[config.mk]
export PLATFORM = sky130hd
export DESIGN_NAME = wb_initiator_fsm
export DESIGN_NICKNAME = d
export VERILOG_FILES = /design/src/rtl/wb_initiator_fsm.sv
export SDC_FILE = /design/constraint.sdc
export NUM_CORES = 1
export LEC_CHECK = 0
export ABC_AREA = 0
export BUFFER_PORTS_ARGS = -buffer_cell sky130_fd_sc_hd__clkbuf_2
export CAP_MARGIN = 40
export CELL_PAD_IN_SITES_DETAIL_PLACEMENT = 1
export CELL_PAD_IN_SITES_GLOBAL_PLACEMENT = 2
export CORE_ASPECT_RATIO = 0.7
export CORE_UTILIZATION = 26
export DETAILED_ROUTE_END_ITERATION = 6
export PLACE_DENSITY = 0.88
export SYNTH_ARGS = -nofsm -noshare
export SYNTH_HDL_FRONTEND = slang
export SYNTH_SLANG_ARGS = --single-unit
[constraint.sdc]
create_clock -name WB_CLK -period 2.99 [get_ports WB_CLK]
set_input_delay 0.1495 -clock WB_CLK [delete_from_list [all_inputs] [get_ports WB_CLK]]
set_output_delay 0.1495 -clock WB_CLK [all_outputs]
set_load 0.02 [all_outputs]
[src/rtl/wb_initiator_fsm.sv]
// ---------------------------------------------------------------------------
// wb_initiator_fsm
//   Single-outstanding Wishbone initiator. A command arrives over a
//   valid/ready port, one Wishbone cycle is run on the WBs_* bus, and the
//   read data plus an ACK-timeout flag come back over a valid/ready
//   response port. Only one transaction is ever in flight.
//
// Ports
//   WB_CLK, WB_RST_n     clock, synchronous active-low reset
//   Cmd_*                command channel (valid/ready, WE, Addr, BE, WDat)
//   Rsp_*                response channel (valid/ready, RDat, Err)
//   WBs_* outputs        registered Wishbone request signals
//   WBs_RD_DAT_i/ACK_i   responder read data and acknowledge
// ---------------------------------------------------------------------------
module wb_initiator_fsm #(
  parameter int ADDRWIDTH = 17,
  parameter int DATAWIDTH = 32,
  parameter int TIMEOUT   = 255
) (
  input  logic                 WB_CLK,
  input  logic                 WB_RST_n,
  input  logic                 Cmd_Valid_i,
  output logic                 Cmd_Ready_o,
  input  logic                 Cmd_WE_i,
  input  logic [ADDRWIDTH-1:0] Cmd_Addr_i,
  input  logic [3:0]           Cmd_BE_i,
  input  logic [DATAWIDTH-1:0] Cmd_WDat_i,
  output logic                 Rsp_Valid_o,
  input  logic                 Rsp_Ready_i,
  output logic [DATAWIDTH-1:0] Rsp_RDat_o,
  output logic                 Rsp_Err_o,
  output logic [ADDRWIDTH-1:0] WBs_ADR_o,
  output logic                 WBs_CYC_o,
  output logic                 WBs_STB_o,
  output logic                 WBs_WE_o,
  output logic                 WBs_RD_o,
  output logic [3:0]           WBs_BYTE_STB_o,
  output logic [DATAWIDTH-1:0] WBs_WR_DAT_o,
  input  logic [DATAWIDTH-1:0] WBs_RD_DAT_i,
  input  logic                 WBs_ACK_i
);

  localparam logic [1:0] ST_IDLE = 2'd0;
  localparam logic [1:0] ST_BUS  = 2'd1;
  localparam logic [1:0] ST_RESP = 2'd2;

  // Counter value seen on the last bus cycle before the abort.
  localparam logic [15:0] CNT_LAST = 16'(TIMEOUT - 1);

  logic [1:0]           state_reg, state_next;
  logic [15:0]          cnt_reg;
  logic [ADDRWIDTH-1:0] adr_reg;
  logic                 cyc_reg;
  logic                 stb_reg;
  logic                 we_reg;
  logic                 rd_reg;
  logic [3:0]           be_reg;
  logic [DATAWIDTH-1:0] wdat_reg;
  logic                 rsp_valid_reg;
  logic [DATAWIDTH-1:0] rdat_reg;
  logic                 err_reg;

  logic                 bus_done;
  logic                 timed_out;

  // ACK wins over timeout when both happen on the same cycle.
  assign timed_out = (cnt_reg == CNT_LAST) && !WBs_ACK_i;
  assign bus_done  = WBs_ACK_i || (cnt_reg == CNT_LAST);

  always_comb begin
    state_next = state_reg;
    case (state_reg)
      ST_IDLE: if (Cmd_Valid_i) state_next = ST_BUS;
      ST_BUS:  if (bus_done)    state_next = ST_RESP;
      ST_RESP: if (Rsp_Ready_i) state_next = ST_IDLE;
      default:                  state_next = ST_IDLE;
    endcase
  end

  always_ff @(posedge WB_CLK) begin
    if (!WB_RST_n) begin
      state_reg     <= ST_IDLE;
      cnt_reg       <= '0;
      adr_reg       <= '0;
      cyc_reg       <= 1'b0;
      stb_reg       <= 1'b0;
      we_reg        <= 1'b0;
      rd_reg        <= 1'b0;
      be_reg        <= '0;
      wdat_reg      <= '0;
      rsp_valid_reg <= 1'b0;
      rdat_reg      <= '0;
      err_reg       <= 1'b0;
    end else begin
      state_reg <= state_next;
      case (state_reg)
        ST_IDLE: begin
          // The bus request is launched straight from the handshake so the
          // first bus cycle is the clock right after acceptance.
          if (Cmd_Valid_i) begin
            adr_reg  <= Cmd_Addr_i;
            we_reg   <= Cmd_WE_i;
            rd_reg   <= ~Cmd_WE_i;
            be_reg   <= Cmd_BE_i;
            wdat_reg <= Cmd_WDat_i;
            cyc_reg  <= 1'b1;
            stb_reg  <= 1'b1;
            cnt_reg  <= '0;
          end
        end
        ST_BUS: begin
          cnt_reg <= cnt_reg + 16'd1;
          if (bus_done) begin
            // ADR and WR_DAT are left as they are; responders qualify on CYC&STB.
            cyc_reg       <= 1'b0;
            stb_reg       <= 1'b0;
            we_reg        <= 1'b0;
            rd_reg        <= 1'b0;
            be_reg        <= '0;
            rsp_valid_reg <= 1'b1;
            err_reg       <= timed_out;
            rdat_reg      <= (WBs_ACK_i && !we_reg) ? WBs_RD_DAT_i : '0;
          end
        end
        ST_RESP: begin
          if (Rsp_Ready_i) begin
            rsp_valid_reg <= 1'b0;
            cnt_reg       <= '0;
          end
        end
        default: ;
      endcase
    end
  end

  assign Cmd_Ready_o    = (state_reg == ST_IDLE);
  assign Rsp_Valid_o    = rsp_valid_reg;
  assign Rsp_RDat_o     = rdat_reg;
  assign Rsp_Err_o      = err_reg;
  assign WBs_ADR_o      = adr_reg;
  assign WBs_CYC_o      = cyc_reg;
  assign WBs_STB_o      = stb_reg;
  assign WBs_WE_o       = we_reg;
  assign WBs_RD_o       = rd_reg;
  assign WBs_BYTE_STB_o = be_reg;
  assign WBs_WR_DAT_o   = wdat_reg;

endmodule

==> out/summary.md, run 1 <==
* finished, violations left — status
* DRC — failing checks
* 9070 µm — placed wire-length estimate after detailed placement
* 9.28 µm² — per-instance average area after synthesis
* Rsp_RDat_o[10] — end point of the worst hold path
* 0 — final antenna-violating net count
* 47.0% — sequential share of power
* 4.66 — vias per cell
* 14.8 µm — wire per inst
* 0% — fraction of synthesis flops using an asynchronous set or reset pin
* 13.0% — combinational power share
* 4100 µm² — Synth Cell Area
* 0 — count of synthesis-stage warnings from yosys
* 108 — flip-flop and latch count after synthesis
* 0.08 ns — clock-pin slew of the registers on the worst-case setup and hold paths
* compound AO/OA/AOI/OAI gates — dominant combinational cell family by area after synthesis
* 37 — number of rows created at floorplan
* 0 — gr ovfl total
* 0.779 — placer congestion estimate
* 1.28% — XOR/XNOR share of the synthesized area
* 0 — Fin. Hold Viols
* 32 — maximum net fanout on the critical path
* 12 — Residual DRC
* 182 — Port Buf Inserts
* 0.000308 V — largest vdd supply drop
* 1 — count of hold-fix buffers inserted at cts
* 52.7% — part of the Yosys area used for sequential elements
* 0 — Final Slew Violations
* 1801 — number of inserted filler cells in the final layout
* sky130_fd_sc_hd__dfxtp_1, sky130_fd_sc_hd__nand2_1, sky130_fd_sc_hd__a21boi_0, sky130_fd_sc_hd__a22o_1, sky130_fd_sc_hd__a21oi_1 — largest cells by area after synthesis
* WBs_RD_DAT_i[10] — startpoint of the lowest-slack hold path
* 535 — synthesized netlist net count
* 0.858 ns — Tightest Pin Transition
* 2.28 ns — final critical path time including I/O delays and setup
* register to register — startpoint-to-endpoint class of the critical path
* 0 ns — setup tns final
* 107 µm — vertical extent of the die
* 6 — cells on worst reg2reg path
* 152 µm — Die W
* 880 µW — switching power total
* 2420 µW — Int Power
* 439 MHz — FMAX
* 43 — synth unique cells
* 40.1% — clock network power share
* sky130_fd_sc_hd__dfxtp_1 — top_reg_cell synth
* 19300 µm — global-route wire length before repair
* 15000 µm² — core region area
* Rsp_RDat_o[0] — RR Endpoint
* 76.2% — Period Utilization, post-route
* input pin to register — worst hold path class
* 34.8% — proportion of layout cells with a drive suffix above 1
* 0 — Post-CTS Setup Inserts
* 442 — number of instances in the synthesized netlist
* 0 — number of max-cap violations
* 0.35 ns — Worst-Skew Late Latency
* 108 — Num Clock Sinks
* 5200 µm² — post-placement cell area
* yes — clock tree from TritonCTS
* cnt_reg[1] — startpoint of the most critical register-to-register path
* 23.5% — synthesized-area fraction occupied by ao, oa, aoi and oai cells
* 596 nW/µm² — power density over cell area
* 26.7% — switching share of total power
* 6 — DRT Pass-1 Iters
* 137 — Iteration-0 DRC Markers
* 183 — number of I/O pins
* 0.610% — adder-cell area share of the yosys netlist
* 5540 µm² — Final Instance Area
* 52.7% — top cell type's share of synthesized area
* 3 — deepest level of the CTS H-tree
* 3.23 ns — Worst Path Required
* 9 — Inserted Clock Buffers
* 17.7% — Simple-Gate Fraction of Synth Area
* 2.52 ns — data arrival at the endpoint of the critical path
* 0 — final number of setup-violating endpoints
* 35.1% — synthesis-to-layout area growth
* 42.7% — remaining max-slew budget at the tightest pin
* no — RSZ-0062 raised after global routing
* 3945 — vias in the first global route
* 0.244% — portion of netlist area occupied by mux cells
* 0 — number of diodes
* 0.71 ns — setup slack of the worst register-to-register path
* 0.00245 µW — Static Leakage
* 12000 µm — post-detailed-routing wire length
* 0 — number of antenna violations at the first check in global routing
* 42 — maximum number of pins on one net before global-route repair
* 14.8% — Global Route Usage Sum
* sky130_fd_sc_hd__dfxtp_1 — library cell occupying the most area in the post-synthesis netlist
* 2 — depth of the worst hold-timing path
* 0 — post-CTS sizing
* 27.3% — effective utilization at floorplan
* register — startpoint type of the worst setup path
* 0.0101 ns — Layout Skew
* 706 — number of nets in the finished design
* 2 — Max Buffers Root-to-Sink
* 16300 µm² — Die Footprint
* 3792 — vias
* 0 — Post-synth EDFFs
* sky130_fd_sc_hd__clkbuf_16 — clock root cell
* register — nature of the critical path endpoint
worst max-delay path, stage by stage (launching register included):
cell,delay (ns)
sky130_fd_sc_hd__dfxtp_1,0.45
sky130_fd_sc_hd__ha_1,0.18
sky130_fd_sc_hd__or4b_4,0.49
sky130_fd_sc_hd__o41ai_4,0.30
sky130_fd_sc_hd__buf_4,0.23
sky130_fd_sc_hd__a21boi_4,0.21
sky130_fd_sc_hd__a22o_2,0.31
Yosys cell counts, types with 2 or more instances:
cell type	instances
sky130_fd_sc_hd__nor2_1	13
sky130_fd_sc_hd__ha_1	2
sky130_fd_sc_hd__dfxtp_1	108
sky130_fd_sc_hd__nand4_1	4
sky130_fd_sc_hd__o21ai_0	7
sky130_fd_sc_hd__or3_1	6
sky130_fd_sc_hd__nand3_1	6
sky130_fd_sc_hd__a31o_2	2
sky130_fd_sc_hd__nor2b_1	3
sky130_fd_sc_hd__clkbuf_1	23
sky130_fd_sc_hd__and3_1	5
sky130_fd_sc_hd__a21boi_0	49
sky130_fd_sc_hd__and2_1	3
sky130_fd_sc_hd__a211oi_1	5
sky130_fd_sc_hd__o21a_1	6
sky130_fd_sc_hd__nand2_1	112
sky130_fd_sc_hd__inv_1	7
sky130_fd_sc_hd__a22o_2	2
sky130_fd_sc_hd__buf_6	3
sky130_fd_sc_hd__a21oi_1	18
sky130_fd_sc_hd__buf_1	2
sky130_fd_sc_hd__xnor2_1	6
sky130_fd_sc_hd__a22o_1	30
cells by family after synthesis:
kind of cell / after synthesis
AND/OR/NAND/NOR: 163
flip-flops: 108
multiplexers: 1
adder cells (fa/ha/maj): 2
AO/OA/AOI/OAI: 126
buffers and inverters: 36
XOR/XNOR: 6
power by group through the flow:
stage,Combinational [µW],Clock (µW),Sequential [µW]
2_1_floorplan,170,0,1660
3_3_place_gp,407,0,1580
3_5_place_dp,433,0,1580
4_1_cts,434,1370,1550
5_1_grt,469,1430,1560
6_report,429,1320,1550
layout make-up:
class                   count  area (µm²)  share of cell area, %
clock buffers               9         225                   4.07
well taps                 195         244                   4.41
clock inverters             7         106                   1.92
inverters                   7        26.3                  0.474
multi-input cells         298        1780                   32.2
flip-flops and latches    108        2160                   39.0
repair buffers            189         991                   17.9
per-stage QoR:
| stage | setup slack, ns | util, % | hold slack, ns | std cells | power (µW) |
|---|---|---|---|---|---|
| after floorplan | 0.862 | - | 0.282 | 442 | 1830 |
| after global placement | 0.786 | 34.3 | 0.369 | 794 | 1990 |
| after detailed placement | 0.716 | 34.5 | 0.372 | 796 | 2020 |
| after CTS | 0.707 | 36.8 | 0.0000887 | 813 | 3350 |
| after global routing | 0.607 | 36.8 | 0.00944 | 813 | 3460 |
| final | 0.711 | 36.8 | 0.0157 | 813 | 3300 |
cell usage in the layout, fill, tap and decap left out, types with 7 or more instances in the layout:
cell type / Yosys / final
sky130_fd_sc_hd__inv_1: 7 / 7
sky130_fd_sc_hd__nor2_1: 13 / 13
sky130_fd_sc_hd__dfxtp_1: 108 / 108
sky130_fd_sc_hd__nand2_1: 112 / 112
sky130_fd_sc_hd__o21ai_0: 7 / 7
sky130_fd_sc_hd__clkbuf_2: 0 / 182
sky130_fd_sc_hd__a21oi_1: 18 / 18
sky130_fd_sc_hd__a21boi_0: 49 / 49
sky130_fd_sc_hd__a22o_1: 30 / 30
sky130_fd_sc_hd__clkbuf_16: 0 / 9
routing by layer:
layer | track usage (%) | wire [µm] | vias to the layer above
met2 | 26.2 | 5890 | 107
li1 | - | - | 1863
met5 | 0 | 0 | -
met3 | 4.20 | 652 | 13
met4 | 4.45 | 125 | 0
met1 | 17.6 | 5370 | 1809
worst max path at each step:
stage / start / end / slack (ns)
3_3_place_gp: cnt_reg[1] / Rsp_RDat_o[0] / 0.79
5_1_grt: cnt_reg[1] / Rsp_RDat_o[0] / 0.61
6_report: cnt_reg[1] / Rsp_RDat_o[0] / 0.71
3_5_place_dp: cnt_reg[1] / Rsp_RDat_o[0] / 0.72
4_1_cts: cnt_reg[1] / Rsp_RDat_o[0] / 0.71
2_1_floorplan: cnt_reg[1] / Rsp_RDat_o[10] / 0.86
Note: power is estimated with default switching activity, not from simulation.
==> run 2: changes to the inputs <==
==> constraint.sdc (replaced) <==
create_clock -name WB_CLK -period 2.1 [get_ports WB_CLK]
set_input_delay 0.105 -clock WB_CLK [delete_from_list [all_inputs] [get_ports WB_CLK]]
set_output_delay 0.105 -clock WB_CLK [all_outputs]
set_load 0.02 [all_outputs]
==> run 2 against run 1 <==
The flow still finishes with violations (DRC). Power grew 41%. Core utilization grew 5.4 points. Critical path depth is the same. Global-route usage grew 2.1 points.
==> out/summary.md, run 2 (synthesized netlist as in run 1, its figures left out) <==
* 6 — DRT Pass-1 Iters, unchanged
* 27.3% — effective utilization at floorplan, unchanged
* 2.22 ns — data arrival at the endpoint of the critical path, -0.30 ns
* 19.6% — met1 GRT Util, +2.0 points
* 0 — gr ovfl total, unchanged
* sky130_fd_sc_hd__clkbuf_16 — clock root cell
* 37 — maximum number of pins on one net before global-route repair, -12%
* 30.6% — met2 Resource Use GR, +4.4 points
* yes — clock tree from TritonCTS
* 93.8% — Period Utilization, post-route, +18 points
* 0 — post-CTS sizing, unchanged
* 0.00279 µW — Static Leakage, +14%
* register to register — startpoint-to-endpoint class of the critical path
* 17.0% — Global Route Usage Sum, +2.1 points
* 0 ns — setup tns final, unchanged
* register — startpoint type of the worst setup path
* 15.0 µm — wire per inst, +1.2%
* 9 — Inserted Clock Buffers, unchanged
* 4.60 — vias per cell, -1.3%
* met2 — most used routing layer in global routing
* 16300 µm² — Die Footprint, unchanged
* 0.00964 ns — Layout Skew, -0.000413 ns
* register — nature of the critical path endpoint
* 54.7% — synthesis-to-layout area growth
* 507 MHz — FMAX, +16%
* 37 — number of rows created at floorplan, unchanged
* 5240 µm² — post-placement cell area, +0.92%
* 0.861 ns — Tightest Pin Transition, +0.00235 ns
* 0.08 ns — clock-pin slew of the registers on the worst-case setup and hold paths, about the same
* 108 — Num Clock Sinks, unchanged
* 133 — Iteration-0 DRC Markers, -2.9%
* 42.5% — remaining max-slew budget at the tightest pin, -0.18 points
* 6 — cells on worst reg2reg path, unchanged
* 0 — Post-CTS Setup Inserts, unchanged
* Rsp_RDat_o[31] — capturing instance or port of the critical path
* 182 — Port Buf Inserts, unchanged
* 2.35 ns — Worst Path Required, -0.88 ns
* 8970 µm — placed wire-length estimate after detailed placement, -1.1%
* 2 — Max Buffers Root-to-Sink, unchanged
* 793 — number of nets in the finished design, +12%
* 13500 µm — post-detailed-routing wire length, +12%
* no — RSZ-0062 raised after global routing
* 0.13 ns — setup slack of the worst register-to-register path, -0.58 ns
* sky130_fd_sc_hd__clkbuf_2, sky130_fd_sc_hd__nand2_1, sky130_fd_sc_hd__dfxtp_1 — most used cells in the layout excluding fill and tap cells
* 15000 µm² — core region area, unchanged
* 0.35 ns — Worst-Skew Late Latency, about the same
* 152 µm — Die W, unchanged
* 6340 µm² — Final Instance Area, +15%
* 0.772 — placer congestion estimate, -0.85%
* 4142 — vias, +9.2%
* 0 — Fin. Hold Viols, unchanged
* 3 — deepest level of the CTS H-tree, unchanged
* 4.45% — Global Route met3 Usage, +0.24 points
* Rsp_RDat_o[31] — RR Endpoint
* 107 µm — vertical extent of the die, unchanged
* 12 — Residual DRC, unchanged
* 32 — maximum net fanout on the critical path, unchanged
* 0.000408 V — largest vdd supply drop, +33%
* 0 — number of max-cap violations, unchanged
* 732 nW/µm² — power density over cell area, +23%
* 31.6% — proportion of layout cells with a drive suffix above 1, -3.2 points
* 0 — number of diodes, unchanged
* 0 — final antenna-violating net count, unchanged
* cnt_reg[0] — Critical Path Source
* 0 — Final Slew Violations, unchanged
* 0 — final number of setup-violating endpoints, unchanged
* 1742 — number of inserted filler cells in the final layout, -3.3%
* 0 — number of antenna violations at the first check in global routing, unchanged
* finished, violations left — status
* cnt_reg[0] — startpoint of the most critical register-to-register path
* 21900 µm — global-route wire length before repair, +13%
* 183 — number of I/O pins, unchanged
* 1.97 ns — final critical path time including I/O delays and setup, -0.308 ns
* sky130_fd_sc_hd__clkbuf_2 — commonest non-fill, non-tap cell in the layout
* input pin to register — worst hold path class
* 4465 — vias in the first global route, +13%
* DRC — failing checks
-- run 2: final cells by class --
class                           count  area, µm²  share of cell area, %
Clock buffer                        9        225                   3.55
Multi-Input combinational cell    298       1780                   28.1
Clock inverter                      7       73.8                   1.16
Inverter                            7       26.3                  0.414
Timing Repair Buffer              276       1830                   28.8
Sequential cell                   108       2160                   34.1
Tap cell                          195        244                   3.85
-- run 2: worst min-delay path by stage --
stage                                 from        endpoint  depth (start not counted)
after global routing         Cmd_Addr_i[4]    WBs_ADR_o[4]                          3
after floorplan           WBs_RD_DAT_i[10]  Rsp_RDat_o[10]                          1
after global placement    WBs_RD_DAT_i[28]  Rsp_RDat_o[28]                          2
after CTS                   Cmd_Addr_i[15]   WBs_ADR_o[15]                          3
after detailed placement  WBs_RD_DAT_i[26]  Rsp_RDat_o[26]                          2
final                        Cmd_Addr_i[4]    WBs_ADR_o[4]                          3
-- run 2: critical path, cell delays in order, from the launching register on --
cell and delay, ns:
sky130_fd_sc_hd__dfxtp_1 0.32, sky130_fd_sc_hd__inv_1 0.06, sky130_fd_sc_hd__ha_1 0.13, sky130_fd_sc_hd__or4b_4 0.48
sky130_fd_sc_hd__o41ai_4 0.31, sky130_fd_sc_hd__a21boi_4 0.27, sky130_fd_sc_hd__a22o_2 0.29
-- run 2: stage by stage --
| stage | setup slack [ns] | cells | hold slack, ns | util, % | total power (µW) |
|---|---|---|---|---|---|
| after global routing | 0.0183 | 900 | 0.0125 | 42.2 | 4860 |
| after detailed placement | 0.132 | 804 | 0.329 | 34.9 | 2880 |
| final | 0.129 | 900 | 0.0184 | 42.2 | 4640 |
| after global placement | 0.197 | 803 | 0.324 | 34.7 | 2850 |
| after floorplan | 0.0484 | 442 | 0.238 | - | 2600 |
| after CTS | 0.122 | 899 | 0.00504 | 42.1 | 4700 |
-- run 2: repair_timing --
item                                    4_1_cts  5_1_grt
endpoints found under the setup margin        0        0
hold buffers                                 79        1
hold endpoints to repair                     79        1
-- run 2: routing by layer --
metal | up-vias | routed length, µm
met3 | 22 | 724
li1 | 2037 | -
met1 | 1959 | 5930
met5 | - | 0
met4 | 0 | 256
met2 | 124 | 6580
-- run 2: power by group --
part	switching, µW	internal (µW)
sequential	60.8	2150
clock	843	845
combinational	412	335
total	1320	3330
==> run 3: changes to the inputs <==
--- a/config.mk
+++ b/config.mk
@@ -14,6 +14,7 @@
 export CORE_UTILIZATION = 26
 export DETAILED_ROUTE_END_ITERATION = 6
 export PLACE_DENSITY = 0.88
+export RECOVER_POWER = 50
 export SYNTH_ARGS = -nofsm -noshare
 export SYNTH_HDL_FRONTEND = slang
 export SYNTH_SLANG_ARGS = --single-unit
==> run 3 against run 2 <==
The run still ends with DRC left. Clock skew is essentially flat. Core utilization shrank 0.80 points. Sequential share of layout area grew 0.66 points. Non-clock buffer count is the same. Combinational power shrank 3.6%.
==> out/summary.md, run 3 (synthesized netlist as in run 1, its figures left out) <==
* 0 — number of diodes, unchanged
* 15.0 µm — wire per inst, about the same
* 107 µm — vertical extent of the die, unchanged
* 4.45% — Global Route met3 Usage, unchanged
* 5240 µm² — post-placement cell area, unchanged
* sky130_fd_sc_hd__nand2_1, sky130_fd_sc_hd__dfxtp_1, sky130_fd_sc_hd__clkbuf_2, sky130_fd_sc_hd__clkbuf_1, sky130_fd_sc_hd__dlygate4sd3_1 — most used cells in the layout excluding fill and tap cells
* sky130_fd_sc_hd__or4b_4 — slowest cell on the critical path
* 17.0% — Global Route Usage Sum, unchanged
* 0 — Final Slew Violations, unchanged
* 4119 — vias, -0.56%
* 9 — Inserted Clock Buffers, unchanged
* 0.08 ns — clock-pin slew of the registers on the worst-case setup and hold paths, about the same
* finished, violations left — status
* 6220 µm² — Final Instance Area, -1.9%
* 182 — Port Buf Inserts, unchanged
* 3 — deepest level of the CTS H-tree, unchanged
* 0 — number of antenna violations at the first check in global routing, unchanged
* 145 — Iteration-0 DRC Markers, +9.0%
* 13500 µm — post-detailed-routing wire length, about the same
* 37 — maximum number of pins on one net before global-route repair, unchanged
* 0 — gr ovfl total, unchanged
* 11 — Residual DRC, -1
* 93.9% — Period Utilization, post-route, about the same
* 6 — DRT Pass-1 Iters, unchanged
* 0 — number of max-cap violations, unchanged
* register — startpoint type of the worst setup path
* 0 — Fin. Hold Viols, unchanged
* 6 — cells on worst reg2reg path, unchanged
* 0.772 — placer congestion estimate, unchanged
* 1783 — number of inserted filler cells in the final layout, +2.4%
* 16300 µm² — Die Footprint, unchanged
* 1.97 ns — final critical path time including I/O delays and setup, +0.00106 ns
* input pin to register — worst hold path class
* 0 — final number of setup-violating endpoints, unchanged
* 507 MHz — FMAX, about the same
* 0 — final antenna-violating net count, unchanged
* register to register — startpoint-to-endpoint class of the critical path
* 183 — number of I/O pins, unchanged
* sky130_fd_sc_hd__nand2_1 — commonest non-fill, non-tap cell in the layout
* 42.7% — remaining max-slew budget at the tightest pin, +0.18 points
* 0 ns — setup tns final, unchanged
* 30.6% — met2 Resource Use GR, unchanged
* 0 — Post-CTS Setup Inserts, unchanged
* 32 — maximum net fanout on the critical path, unchanged
* 21900 µm — global-route wire length before repair, unchanged
* inv_1 > ha_1 > or4b_4 > o41ai_4 > a21boi_4 > a22o_2 — ordered list of cells on the worst path
* 0.00248 µW — Static Leakage, -11%
* 4.58 — vias per cell, -0.56%
* 0.00973 ns — Layout Skew, +0.0000860 ns
* 4465 — vias in the first global route, unchanged
* 19.6% — met1 GRT Util, unchanged
* 0.0193 ns — minimum hold slack, +0.000856 ns
* 0.858 ns — Tightest Pin Transition, -0.00273 ns
* 51.8% — synthesis-to-layout area growth
* Rsp_RDat_o[31] — RR Endpoint
* 2.35 ns — Worst Path Required, about the same
* sky130_fd_sc_hd__clkbuf_16 — clock root cell
* no — RSZ-0062 raised after global routing
* 2 — Max Buffers Root-to-Sink, unchanged
* yes — clock tree from TritonCTS
* 27.3% — effective utilization at floorplan, unchanged
* 0.35 ns — Worst-Skew Late Latency, about the same
* cnt_reg[0] — startpoint of the most critical register-to-register path
* 108 — Num Clock Sinks, unchanged
* 0.000409 V — largest vdd supply drop, +0.13%
* 793 — number of nets in the finished design, unchanged
* 41.4% — final core occ, -0.80 points
* 8970 µm — placed wire-length estimate after detailed placement, unchanged
* Rsp_RDat_o[31] — capturing instance or port of the critical path
* 152 µm — Die W, unchanged
* 741 nW/µm² — power density over cell area, +1.3%
* register — nature of the critical path endpoint
* cnt_reg[0] — Critical Path Source
* 15000 µm² — core region area, unchanged
* 2.22 ns — data arrival at the endpoint of the critical path, about the same
* met2 — most used routing layer in global routing
* 3 — depth of the worst hold-timing path, unchanged
* 0 — post-CTS sizing, unchanged
* 18.6% — proportion of layout cells with a drive suffix above 1, -13 points
* 0.48 ns — maximum cell stage delay along the critical path, about the same
* 0.13 ns — setup slack of the worst register-to-register path, about the same
* DRC — failing checks
* 37 — number of rows created at floorplan, unchanged
-- run 3: changes by cell type in the layout (fill, tap and decap cells not counted), sizes merged --
cell	before	now
buf	14	12
clkbuf	191	193
-- run 3: per-stage QoR --
step	instances	power [µW]	worst slack, ns
finish	900	4610	0.128
global route	900	4830	0.0183
CTS	899	4700	0.122
detailed placement	804	2880	0.132
global placement	803	2850	0.197
floorplan	442	2600	0.0484
-- run 3: final cells by class --
class | count | area [µm²] | share of cell area, %
Tap cell | 195 | 244 | 3.92
Multi-Input combinational cell | 298 | 1780 | 28.6
Clock inverter | 7 | 73.8 | 1.19
Sequential cell | 108 | 2160 | 34.7
Inverter | 7 | 26.3 | 0.422
Timing Repair Buffer | 276 | 1710 | 27.5
Clock buffer | 9 | 225 | 3.62
-- run 3: how the worst min path moves through the flow --
stage / slack [ns] / to / startpoint
after floorplan: 0.24 / Rsp_RDat_o[10] / WBs_RD_DAT_i[10]
after detailed placement: 0.33 / Rsp_RDat_o[26] / WBs_RD_DAT_i[26]
final: 0.02 / WBs_ADR_o[4] / Cmd_Addr_i[4]
after global routing: 0.01 / WBs_ADR_o[4] / Cmd_Addr_i[4]
after CTS: 0.005 / WBs_ADR_o[15] / Cmd_Addr_i[15]
after global placement: 0.32 / Rsp_RDat_o[28] / WBs_RD_DAT_i[28]
-- run 3: routing by layer --
| layer | vias to the layer above | routed length, µm |
|---|---|---|
| li1 | 2040 | - |
| met1 | 1938 | 5930 |
| met2 | 121 | 6570 |
| met3 | 20 | 728 |
| met4 | 0 | 242 |
| met5 | - | 0 |
-- run 3: power by group --
group | total, µW | internal [µW] | switching, µW
registers | 2210 | 2150 | 59.7
logic | 720 | 308 | 411
clock network | 1690 | 845 | 842
-- run 3: repair_timing --
action | in CTS | in global routing
setup endpoints to repair | 0 | 0
hold buffers | 79 | 1
endpoints found under the hold margin | 79 | 1
-- run 3: critical path: cells and delay by family (launching register included) --
family                   cells  cell delay (ns)
flip-flops                   1             0.32
AO/OA/AOI/OAI                3             0.87
adder cells (fa/ha/maj)      1             0.13
buffers and inverters        1             0.07
AND/OR/NAND/NOR              1             0.48
